--- config.mk ---
export PLATFORM = sky130hd
export DESIGN_NAME = sync_fifo
export DESIGN_NICKNAME = d
export VERILOG_FILES = /design/src/rtl/sync_fifo_ram.sv /design/src/rtl/sync_fifo.sv
export SDC_FILE = /design/constraint.sdc
export NUM_CORES = 1
export LEC_CHECK = 0
export ABC_CLOCK_PERIOD_IN_PS = 2700
export CORE_ASPECT_RATIO = 1.5
export CORE_UTILIZATION = 30
export DETAILED_ROUTE_END_ITERATION = 10
export PLACE_DENSITY = 0.55
export SYNTH_ARGS = -nofsm -noshare
export SYNTH_HDL_FRONTEND = slang
export SYNTH_SLANG_ARGS = --single-unit
--- constraint.sdc ---
create_clock -name clk -period 2.7 [get_ports clk]
set_input_delay 0.27 -clock clk [delete_from_list [all_inputs] [get_ports clk]]
set_output_delay 0.27 -clock clk [all_outputs]
set_load 0.02 [all_outputs]
--- src/rtl/sync_fifo_ram.sv ---
// Storage array for sync_fifo: async read, sync write.
// Ports: i_clk, i_we, i_waddr, i_wdata, i_raddr, o_rdata.
module sync_fifo_ram #(
  parameter int DSIZE = 8,
  parameter int ASIZE = 4
) (
  input  logic             i_clk,
  input  logic             i_we,
  input  logic [ASIZE-1:0] i_waddr,
  input  logic [DSIZE-1:0] i_wdata,
  input  logic [ASIZE-1:0] i_raddr,
  output logic [DSIZE-1:0] o_rdata
);

  localparam int DEPTH = 1 << ASIZE;

  logic [DSIZE-1:0] r_mem [DEPTH];

  always_ff @(posedge i_clk) begin
    if (i_we) r_mem[i_waddr] <= i_wdata;
  end

  assign o_rdata = r_mem[i_raddr];

endmodule

--- src/rtl/sync_fifo.sv ---
// Single-clock FIFO: pointers, count, flags, error pulses, rdata.
// Ports: clk, rst, wr_en/wdata, rd_en/rdata, flags, count, overflow/underflow.
module sync_fifo #(
  parameter int DSIZE     = 8,
  parameter int ASIZE     = 4,
  parameter int FWFT      = 0,
  parameter int AFULL_TH  = (1 << ASIZE) - 2,
  parameter int AEMPTY_TH = 2
) (
  input  logic             clk,
  input  logic             rst,
  input  logic             wr_en,
  input  logic [DSIZE-1:0] wdata,
  input  logic             rd_en,
  output logic [DSIZE-1:0] rdata,
  output logic             full,
  output logic             empty,
  output logic             almost_full,
  output logic             almost_empty,
  output logic [ASIZE:0]   count,
  output logic             overflow,
  output logic             underflow
);

  localparam int DEPTH = 1 << ASIZE;
  localparam logic [ASIZE:0] L_DEPTH  = DEPTH[ASIZE:0];
  localparam logic [ASIZE:0] L_AFULL  = AFULL_TH[ASIZE:0];
  localparam logic [ASIZE:0] L_AEMPTY = AEMPTY_TH[ASIZE:0];

  generate
    if (ASIZE < 1 || AFULL_TH < 1 || AFULL_TH > DEPTH ||
        AEMPTY_TH < 0 || AEMPTY_TH > DEPTH - 1) begin : g_param_err
      $error("sync_fifo: illegal ASIZE/AFULL_TH/AEMPTY_TH");
    end
  endgenerate

  logic [ASIZE-1:0] r_wptr;
  logic [ASIZE-1:0] r_rptr;
  logic [ASIZE:0]   r_count;
  logic [DSIZE-1:0] r_rdata;
  logic             r_ovf;
  logic             r_unf;
  logic [DSIZE-1:0] w_mem_rd;
  logic             w_rd_acc;
  logic             w_wr_acc;
  logic             w_we;

  assign full         = (r_count == L_DEPTH);
  assign empty        = (r_count == '0);
  assign almost_full  = (r_count >= L_AFULL);
  assign almost_empty = (r_count <= L_AEMPTY);
  assign count        = r_count;
  assign overflow     = r_ovf;
  assign underflow    = r_unf;

  // A read never sees a same-cycle write; when full, an
  // accepted read frees the slot for a same-cycle write.
  assign w_rd_acc = rd_en & ~empty;
  assign w_wr_acc = wr_en & (~full | w_rd_acc);
  assign w_we     = w_wr_acc & ~rst;

  sync_fifo_ram #(
    .DSIZE(DSIZE),
    .ASIZE(ASIZE)
  ) u_ram (
    .i_clk  (clk),
    .i_we   (w_we),
    .i_waddr(r_wptr),
    .i_wdata(wdata),
    .i_raddr(r_rptr),
    .o_rdata(w_mem_rd)
  );

  always_ff @(posedge clk) begin
    if (rst) begin
      r_wptr  <= '0;
      r_rptr  <= '0;
      r_count <= '0;
      r_rdata <= '0;
      r_ovf   <= 1'b0;
      r_unf   <= 1'b0;
    end else begin
      r_ovf <= wr_en & ~w_wr_acc;
      r_unf <= rd_en & ~w_rd_acc;
      if (w_wr_acc) r_wptr <= r_wptr + 1'b1;
      if (w_rd_acc) begin
        r_rptr  <= r_rptr + 1'b1;
        r_rdata <= w_mem_rd;
      end
      if (w_wr_acc & ~w_rd_acc)
        r_count <= r_count + 1'b1;
      else if (w_rd_acc & ~w_wr_acc)
        r_count <= r_count - 1'b1;
    end
  end

  assign rdata = (FWFT != 0) ? w_mem_rd : r_rdata;

endmodule

==> After elaboration in Yosys (flattened, before gate mapping) <==
Memories as Yosys holds them, arrays and structs flattened. A register that Yosys moved wholly into a read port is not among the register bits.
Cells that the tools add are included.
{ "totals": {"ff_bits": 15, "memories": 1, "out_inout_bits": 19, "mem_bits_rw": 128, "elab_cells": 32} }
{ "memory_table": {"columns": ["name", "words", "word_bits", "rd", "rd_ports_with_merged_regs", "wr", "line", "source"], "rows": [
  ["u_ram.r_mem", 16, 8, 1, 1, 1, "sync_fifo_ram.sv:17", "logic [DSIZE-1:0] r_mem [DEPTH];"]
]} }
{ "classes": {"addsub": 4, "mux": 4, "bitwise": 13, "n_reduce_logical": 2, "eq_ne": 1, "magnitude_cmp": 2} }
{ "op_table": {"columns": ["operator", "n"], "rows": [
  ["5-bit 2-to-1 mux", 2],
  ["4-bit by 1-bit adder with 4-bit output (second input constant)", 2],
  ["1-bit bitwise AND", 7],
  ["5-bit by 1-bit adder with 5-bit output (second input constant)", 1],
  ["5-bit equality test (second input constant)", 1],
  ["5-bit by 4-bit >= comparator with 1-bit output (second input constant)", 1],
  ["5-bit by 2-bit less-or-equal comparator with 1-bit output (second input constant)", 1],
  ["5-bit logical NOT", 1],
  ["1-bit inverter", 5],
  ["5-bit by 1-bit subtractor with 5-bit output (second input constant)", 1],
  ["1-bit 2-to-1 mux", 2],
  ["2-bit nonzero test", 1],
  ["1-bit OR", 1]
]} }

==> Longest topological paths before layout <==
Gate-level depths: netlist of the first run.
{ "depth": {"word_depth": 9, "mapped_depth": 11} }

==> Cells and area by module <==
From an unflattened synthesis of the first run, not the netlist that was laid out.
{ "hier_totals": {"hier_cells": 338, "area_unflattened_um2": 6100.9} }
{ "modules_own_cells": {"columns": ["module", "area_per_inst_um2", "instances", "cells_per_inst", "seq_area_each_um2"], "rows": [
  ["sync_fifo_ram", 4987.3, 1, 221, 3843.7],
  ["sync_fifo", 1113.6, 1, 117, 460.4]
]} }

==> Worst setup path after synthesis of the first run <==
Ideal clock, no wire load.
{ "synth_path": {"path_kind": "register to register", "from": "register r_count[0], in the netlist count[0]", "to": "register r_count[4], in the netlist count[4]", "required_ns": 2.579, "setup_ns": 0.121, "stages_incl_launch_ff": 12, "period_less_slack_ns": 2.979, "arrival_time_ns": 2.859, "setup_slack_ns": -0.279, "path_buffers": 1, "cell_sequence": "dfxtp_1 or4_1 buf_2 o21ai_2 inv_1 ha_1 inv_1 ha_1 a21o_1 a21oi_1 mux2i_1 mux2_2"} }
{ "synth_via": {"elab_chain_cells": 8, "word_cells_on_any_way": 16, "classes_between": "add/sub (2); eq/ne (1); mux (2); bitwise (9); reduce/logical (2)"} }
{ "synth_lines": {"columns": ["item", "line", "source"], "rows": [
  ["start, declared", "sync_fifo.sv:39", "logic [ASIZE:0] r_count;"],
  ["start signal, assigned", "sync_fifo.sv:91", "r_count <= r_count + 1'b1;"],
  ["start signal, assigned", "sync_fifo.sv:93", "r_count <= r_count - 1'b1;"],
  ["5-bit logical NOT", "sync_fifo.sv:49", "assign empty = (r_count == '0);"],
  ["1-bit inverter", "sync_fifo.sv:58", "assign w_rd_acc = rd_en & ~empty;"],
  ["1-bit bitwise AND", "sync_fifo.sv:58", null],
  ["1-bit OR", "sync_fifo.sv:59", "assign w_wr_acc = wr_en & (~full | w_rd_acc);"],
  ["1-bit bitwise AND", "sync_fifo.sv:59", null],
  ["1-bit inverter", "sync_fifo.sv:92", "else if (w_rd_acc & ~w_wr_acc)"],
  ["1-bit bitwise AND", "sync_fifo.sv:92", null],
  ["2-bit nonzero test (no line)", null, null]
]} }
Several ways; a longest one is shown, not always the timed one. The select of a mux whose other input is x is not followed.
A chain may end at the register's enable or synchronous reset.

==> Worst setup path after layout of the first run <==
{ "layout_path": {"from": "register r_count[2], in the netlist count[2]", "to": "register r_count[4], in the netlist count[4]"} }
Same word-level chain as after synthesis.

==> results.cfg, run 1 <==
[yosys]
async_reset_ff_share_pct = 0
dominantRegCellSynth = edfxtp_1
ys_seq_area_share_pct = 71.31
synth_area_leader_cell = edfxtp_1
avgSynthCellArea_um2 = 16.31
ys_warn_count = 0
synth_edf_count = 128
synth_area_leaders = edfxtp_1 64%, dfxtp_1 7.6%, mux4_2 6.0%
syn_area_mm2 = 0.006036
syn_inst = 370
synth.top_cells.by_count = 128 x edfxtp_1, 37 x nor2_1, 35 x mux2i_1, 23 x dfxtp_1
syn_nets = 392
ys_types = 39
ys_ff_latch = 151
synth.top_cell.area_share_pct = 63.68
synth_most_common_cell = edfxtp_1

[clock_network]
tritoncts = built
cts.sinks = 151
htreeDepth = 4
cts_buffers = 17
clkLatencyLatePin_ps = 420
clockRootBuffer = clkbuf_16
clkSlewWorstSetupHoldPaths_ps = 70
postCtsHoldBufs = 0
clockBufferDepth = 2

[power]
power_density_mw_per_mm2 = 883.4
irDropWorstVdd_v = 0.0004529
p_leak_nw = 2.471

[drt]
viasPerCell = 4.676
dr.first_iter.drc_count = 148
first_pass_iters = 4
avgRoutedWirePerCell_um = 18.17
dr_total_vias = 3329
routed_wl_um = 12930
drtAntennaViolNets = 0
drc = 0

[sta]
hold_slack_ps = 495.7
finalSetupViolCount = 0
relSlewSlack_pct = 49.24
fin_worst_skew_ps = 9.111
fin_crit_sh_pct = 98.78
finalHoldViolations = 0
tightest_slew_ps = 759.8
rsz0062_at_grt = yes
drv_slew = 0
min_period_ps = 2667
max_freq_mhz = 374.9

[global_route]
antenna_found_initial = 0
grt_overflow = 0
grt_max_degree = 25
grt_use_total_pct = 13.50
grt_pass1_vias = 3487
grt_pass1_wl_um = 20370

[die]
core_area_mm2 = 0.01971
fp.dieW_um = 117.8
die_h_um = 175.7
io_pins = 31
start_util_pct = 30.63
die-area_mm2 = 0.02070
num_rows = 63

[run_status]
status = finished, final reports clean

[min_path]
hold_end = rdata[3]
worstHoldPathType = reg2reg
holdPathStages = 2
min_from = rdata[3]

[finish]
fin_util_pct = 38.24
drive_above_1_share_pct = 22.79
nets = 461
antennaDiodeCount = 0
fin_cells = 712
area_growth_pct = 24.85

[setup_path]
start_kind = register
end_kind = register
crit_type = reg2reg
worstRegToRegCells = 10
critPathLaunch = count[2]
r2r-end = count[4]
reg2reg_from = count[2]
cp.required_ps = 3010
crit_fanout = 4
r2r_setup_slack_ps = 30
crit_arrival_ps = 2970

[placed_design]
gp_congestion = 0.8207
dp_cells = 675
dp_hpwl_um = 8969
port_buffers = 30

[flow_run]
cap_violations = 0
==> cells by family after synthesis <==
| kind of cell | synth area share (%) |
|---|---|
| flops | 71.31 |
| simple gates | 6.468 |
| mux | 11.96 |
| compound gates | 4.602 |
| buf+inv | 2.156 |
| fa+ha+maj | 2.197 |
| xor+xnor | 1.306 |
==> registers in the layout (all words and copies together), names as in the netlist <==
signal and count:
overflow 1, u_ram.r_mem 128, r_rptr 4, rdata 8, underflow 1, r_wptr 4
count 5
==> critical path, stage by stage, from the launching register on <==
cell and delay [ps]:
dfxtp_2 320, or4_4 530, o21a_1 210, inv_2 80, ha_4 160, inv_4 50
fa_2 340, a21o_1 180, a21oi_2 140, mux2i_1 200, mux2_2 340
==> layer usage <==
| layer | vias up | GRT usage (%) | share of wire [%] |
|---|---|---|---|
| met1 | 1653 | 14.58 | 39 |
| met2 | 81 | 24.39 | 54 |
| li1 | 1575 | - | - |
| met3 | 20 | 3.182 | 3.9 |
| met5 | - | 0 | 0 |
| met4 | 0 | 6.998 | 2.7 |
==> stage by stage <==
step	instance area, µm²	setup TNS (ps)	setup WS (ps)	total power [mW]
after CTS	7521	0	10.66	6.723
after global routing	7536	-42.72	-42.72	6.968
after detailed placement	6887	-18.21	-18.21	4.361
after floorplan	6091	-39.00	-39.00	3.769
final	7536	0	32.81	6.657
after global placement	6887	0	60.99	4.324
==> worst max path at each step <==
stage          depth (start not counted)  endpoint
2_1_floorplan                         10  count[4]
3_3_place_gp                          10  count[4]
3_5_place_dp                          10  count[4]
4_1_cts                               10  count[4]
5_1_grt                               10  count[4]
6_report                              10  count[4]
==> final cells by class <==
class                      count  area [µm²]
sequential                   151        4312
inverter                       6       25.02
fill                        1811       12170
clock buffer                  17       425.4
clock inverter                15       183.9
multi-input combinational    192        1644
timing repair buffer          71       620.6
tap                          260       325.3
==> cells in the final DEF (no fill, tap or decap), drive strengths merged, types with 2 or more instances in the layout <==
| cell type | Yosys | layout |
|---|---|---|
| nor4 | 8 | 8 |
| dfxtp | 23 | 23 |
| edfxtp | 128 | 128 |
| nand3 | 2 | 2 |
| mux2i | 35 | 35 |
| nand3b | 2 | 2 |
| ha | 9 | 9 |
| clkinv | 0 | 9 |
| a21o | 2 | 2 |
| xnor2 | 3 | 3 |
| nand2 | 8 | 8 |
| nor2b | 2 | 2 |
| nor2 | 37 | 37 |
| a21oi | 4 | 4 |
| mux4 | 16 | 16 |
| buf | 15 | 41 |
| a22o | 8 | 8 |
| clkdlybuf4s50 | 0 | 30 |
| clkbuf | 6 | 17 |
| inv | 6 | 12 |
| o211ai | 4 | 4 |
| and3 | 2 | 2 |
| o22ai | 16 | 16 |
| nand2b | 4 | 4 |
| xor2 | 6 | 6 |
| nor3 | 13 | 13 |
==> power by group <==
group	internal [mW]	total (mW)	switching, mW
logic	0.781	1.60	0.820
clock network	1.25	2.32	1.07
registers	2.65	2.74	0.0855
total	4.68	6.66	1.97
==> timing repair <==
| action | in CTS | in global routing |
|---|---|---|
| pin swaps | 5 | 4 |
| endpoints found under the hold margin | 0 | 0 |
| endpoints found under the setup margin | 1 | 1 |
| buffers inserted | 3 | 2 |
| gates resized for setup | 1 | 0 |
Power figures use the tool's default switching activity.
==> run 2, diff against run 1 <==
--- a/config.mk
+++ b/config.mk
@@ -8,8 +8,10 @@
 export ABC_CLOCK_PERIOD_IN_PS = 2700
 export CORE_ASPECT_RATIO = 1.5
 export CORE_UTILIZATION = 30
+export CTS_CLUSTER_DIAMETER = 100
 export DETAILED_ROUTE_END_ITERATION = 10
-export PLACE_DENSITY = 0.55
+export DONT_BUFFER_PORTS = 1
+export PLACE_DENSITY = 0.53
 export SYNTH_ARGS = -nofsm -noshare
 export SYNTH_HDL_FRONTEND = slang
 export SYNTH_SLANG_ARGS = --single-unit
==> run 2 against run 1 <==
Clock power rose by 5%. Power fell by 1.1%. Sequential power rose by 2%. Via count fell by 3.3%. Cell count fell by 5.6%. Maximum frequency barely moved. Combinational power fell by 16%. Setup slack got worse by 0.56 ps. Flip-flop and latch count did not move. Wire length rose by 5.1%.
==> results.cfg, run 2 (same netlist as run 1, synthesis figures left out) <==
[global_route]
grt_use_total_pct = 14.03
grt_pass1_wl_um = 20780
antenna_found_initial = 1
grt_pass1_vias = 3392
grt_max_degree = 24
grt_overflow = 0

[setup_path]
crit_type = reg2reg
r2r_setup_slack_ps = 30
cp.required_ps = 3010
crit_fanout = 5
crit_arrival_ps = 2980
start_kind = register
worstRegToRegCells = 10
end_kind = register

[clock_network]
clockRootBuffer = clkbuf_16
cts_buffers = 17
clkLatencyLatePin_ps = 420
clockBufferDepth = 2
cts.sinks = 151
htreeDepth = 4
clkSlewWorstSetupHoldPaths_ps = 60
tritoncts = built

[power]
p_clk_share_pct = 37.0
power_density_mw_per_mm2 = 916.0
irDropWorstVdd_v = 0.0004665
intPower_mw = 4.653
switching_power_mw = 1.927
p_leak_nw = 2.302
power_frac_seq_pct = 42.5
switching_share_pct = 29.29
combPwrFrac_pct = 20.5

[die]
io_pins = 31
fp.dieW_um = 117.8
core_area_mm2 = 0.01971
die_h_um = 175.7
num_rows = 63
die-area_mm2 = 0.02070
start_util_pct = 30.63

[placed_design]
gp_congestion = 0.7815
dp_cells = 629
port_buffers = 0
dpl_cell_area_mm2 = 0.006464
dp_hpwl_um = 9011
dp_slack_ps = -34.98

[drt]
avgRoutedWirePerCell_um = 20.23
drtAntennaViolNets = 0
routed_wl_um = 13590
first_pass_iters = 4
drc = 0
dr_total_vias = 3219
dr.first_iter.drc_count = 213
viasPerCell = 4.790

[finish]
layout_commonest_cell = edfxtp_1
largest-register = u_ram.r_mem
layout_common_cells = 128 x edfxtp_1, 37 x nor2_1, 35 x mux2i_1, 19 x dfxtp_1, 18 x buf_4
largest_reg_flops = 128
fin_cells = 672
nets = 421
antennaDiodeCount = 0
nFillCells = 1870
final_area_mm2 = 0.007184
area_growth_pct = 19.03
drive_above_1_share_pct = 20.15

[min_path]
holdPathStages = 1
worstHoldPathType = in2reg

[sta]
drv_slew = 0
finalSetupViolCount = 0
relSlewSlack_pct = 33.85
max_freq_mhz = 374.8
fin_worst_skew_ps = 8.871
hold_slack_ps = 16.15
finalHoldViolations = 0
worst_slack_ps = 32.25
tightest_slew_ps = 988.7
fin_crit_sh_pct = 98.81
min_period_ps = 2668
rsz0062_at_grt = yes

[flow_run]
cap_violations = 0

[run_status]
status = finished, final reports clean
==> run 2: cell types whose count changed in the layout (fill, tap and decap cells not counted), sizes merged <==
cell,delta
clkinv,-7
inv,+4
clkbuf,+2
dlygate4sd3,+10
bufinv,+2
clkdlybuf4s50,-30
buf,-21
==> run 2: timing repair <==
action / in CTS / in global routing
setup endpoints to repair: 1 / 1
endpoints found under the hold margin: 150 / 0
setup buffers: 0 / 1
gates cloned: 0 / 0
pin swaps: 0 / 1
hold buffers: 10 / 0
resized for setup: 2 / 1
==> run 2: power by group through the flow <==
stage | Clock (mW) | Sequential [mW] | Combinational (mW)
final | 2.44 | 2.80 | 1.35
after detailed placement | 0 | 2.85 | 1.29
after global routing | 2.57 | 2.81 | 1.47
after CTS | 2.47 | 2.80 | 1.35
after global placement | 0 | 2.84 | 1.27
after floorplan | 0 | 2.88 | 0.893
==> run 2: final cells by class <==
class	count	area, µm²	area share [%]
multi-input cells	192	1644	22.88
clock buffers	18	429.2	5.974
clock inverters	14	177.7	2.473
well taps	260	325.3	4.528
repair buffers	31	271.5	3.779
flip-flops and latches	151	4312	60.01
inverters	6	25.02	0.3483
==> run 2: critical path, stage by stage, from the launching register on <==
cell and delay (ps):
dfxtp_2 320, or4_4 550, o21a_1 210, inv_2 80, ha_4 140, inv_4 50, fa_2 340, a21o_1 180
a21oi_2 140, mux2i_1 210, mux2_2 340
==> run 2: final timing paths <==
check | start | end
min | rd_en | underflow
min reg2reg | r_rptr[1] | r_rptr[1]
max reg2reg | count[2] | count[4]
max | count[2] | count[4]
==> run 2: through the flow <==
stage	total power, mW	util [%]	setup TNS (ps)
after floorplan	3.769	-	-39.00
after CTS	6.622	36.42	0
final	6.581	36.46	0
after global placement	4.117	32.80	0
after global routing	6.848	36.46	-52.91
after detailed placement	4.138	32.80	-34.98
==> run 2: layer usage <==
layer | track usage [%] | share of wire [%] | vias up
met5 | 0 | 0.096 | -
met4 | 5.823 | 2.4 | 2
met3 | 3.929 | 4.8 | 21
met2 | 25.05 | 54 | 88
met1 | 15.57 | 39 | 1613
li1 | - | - | 1495
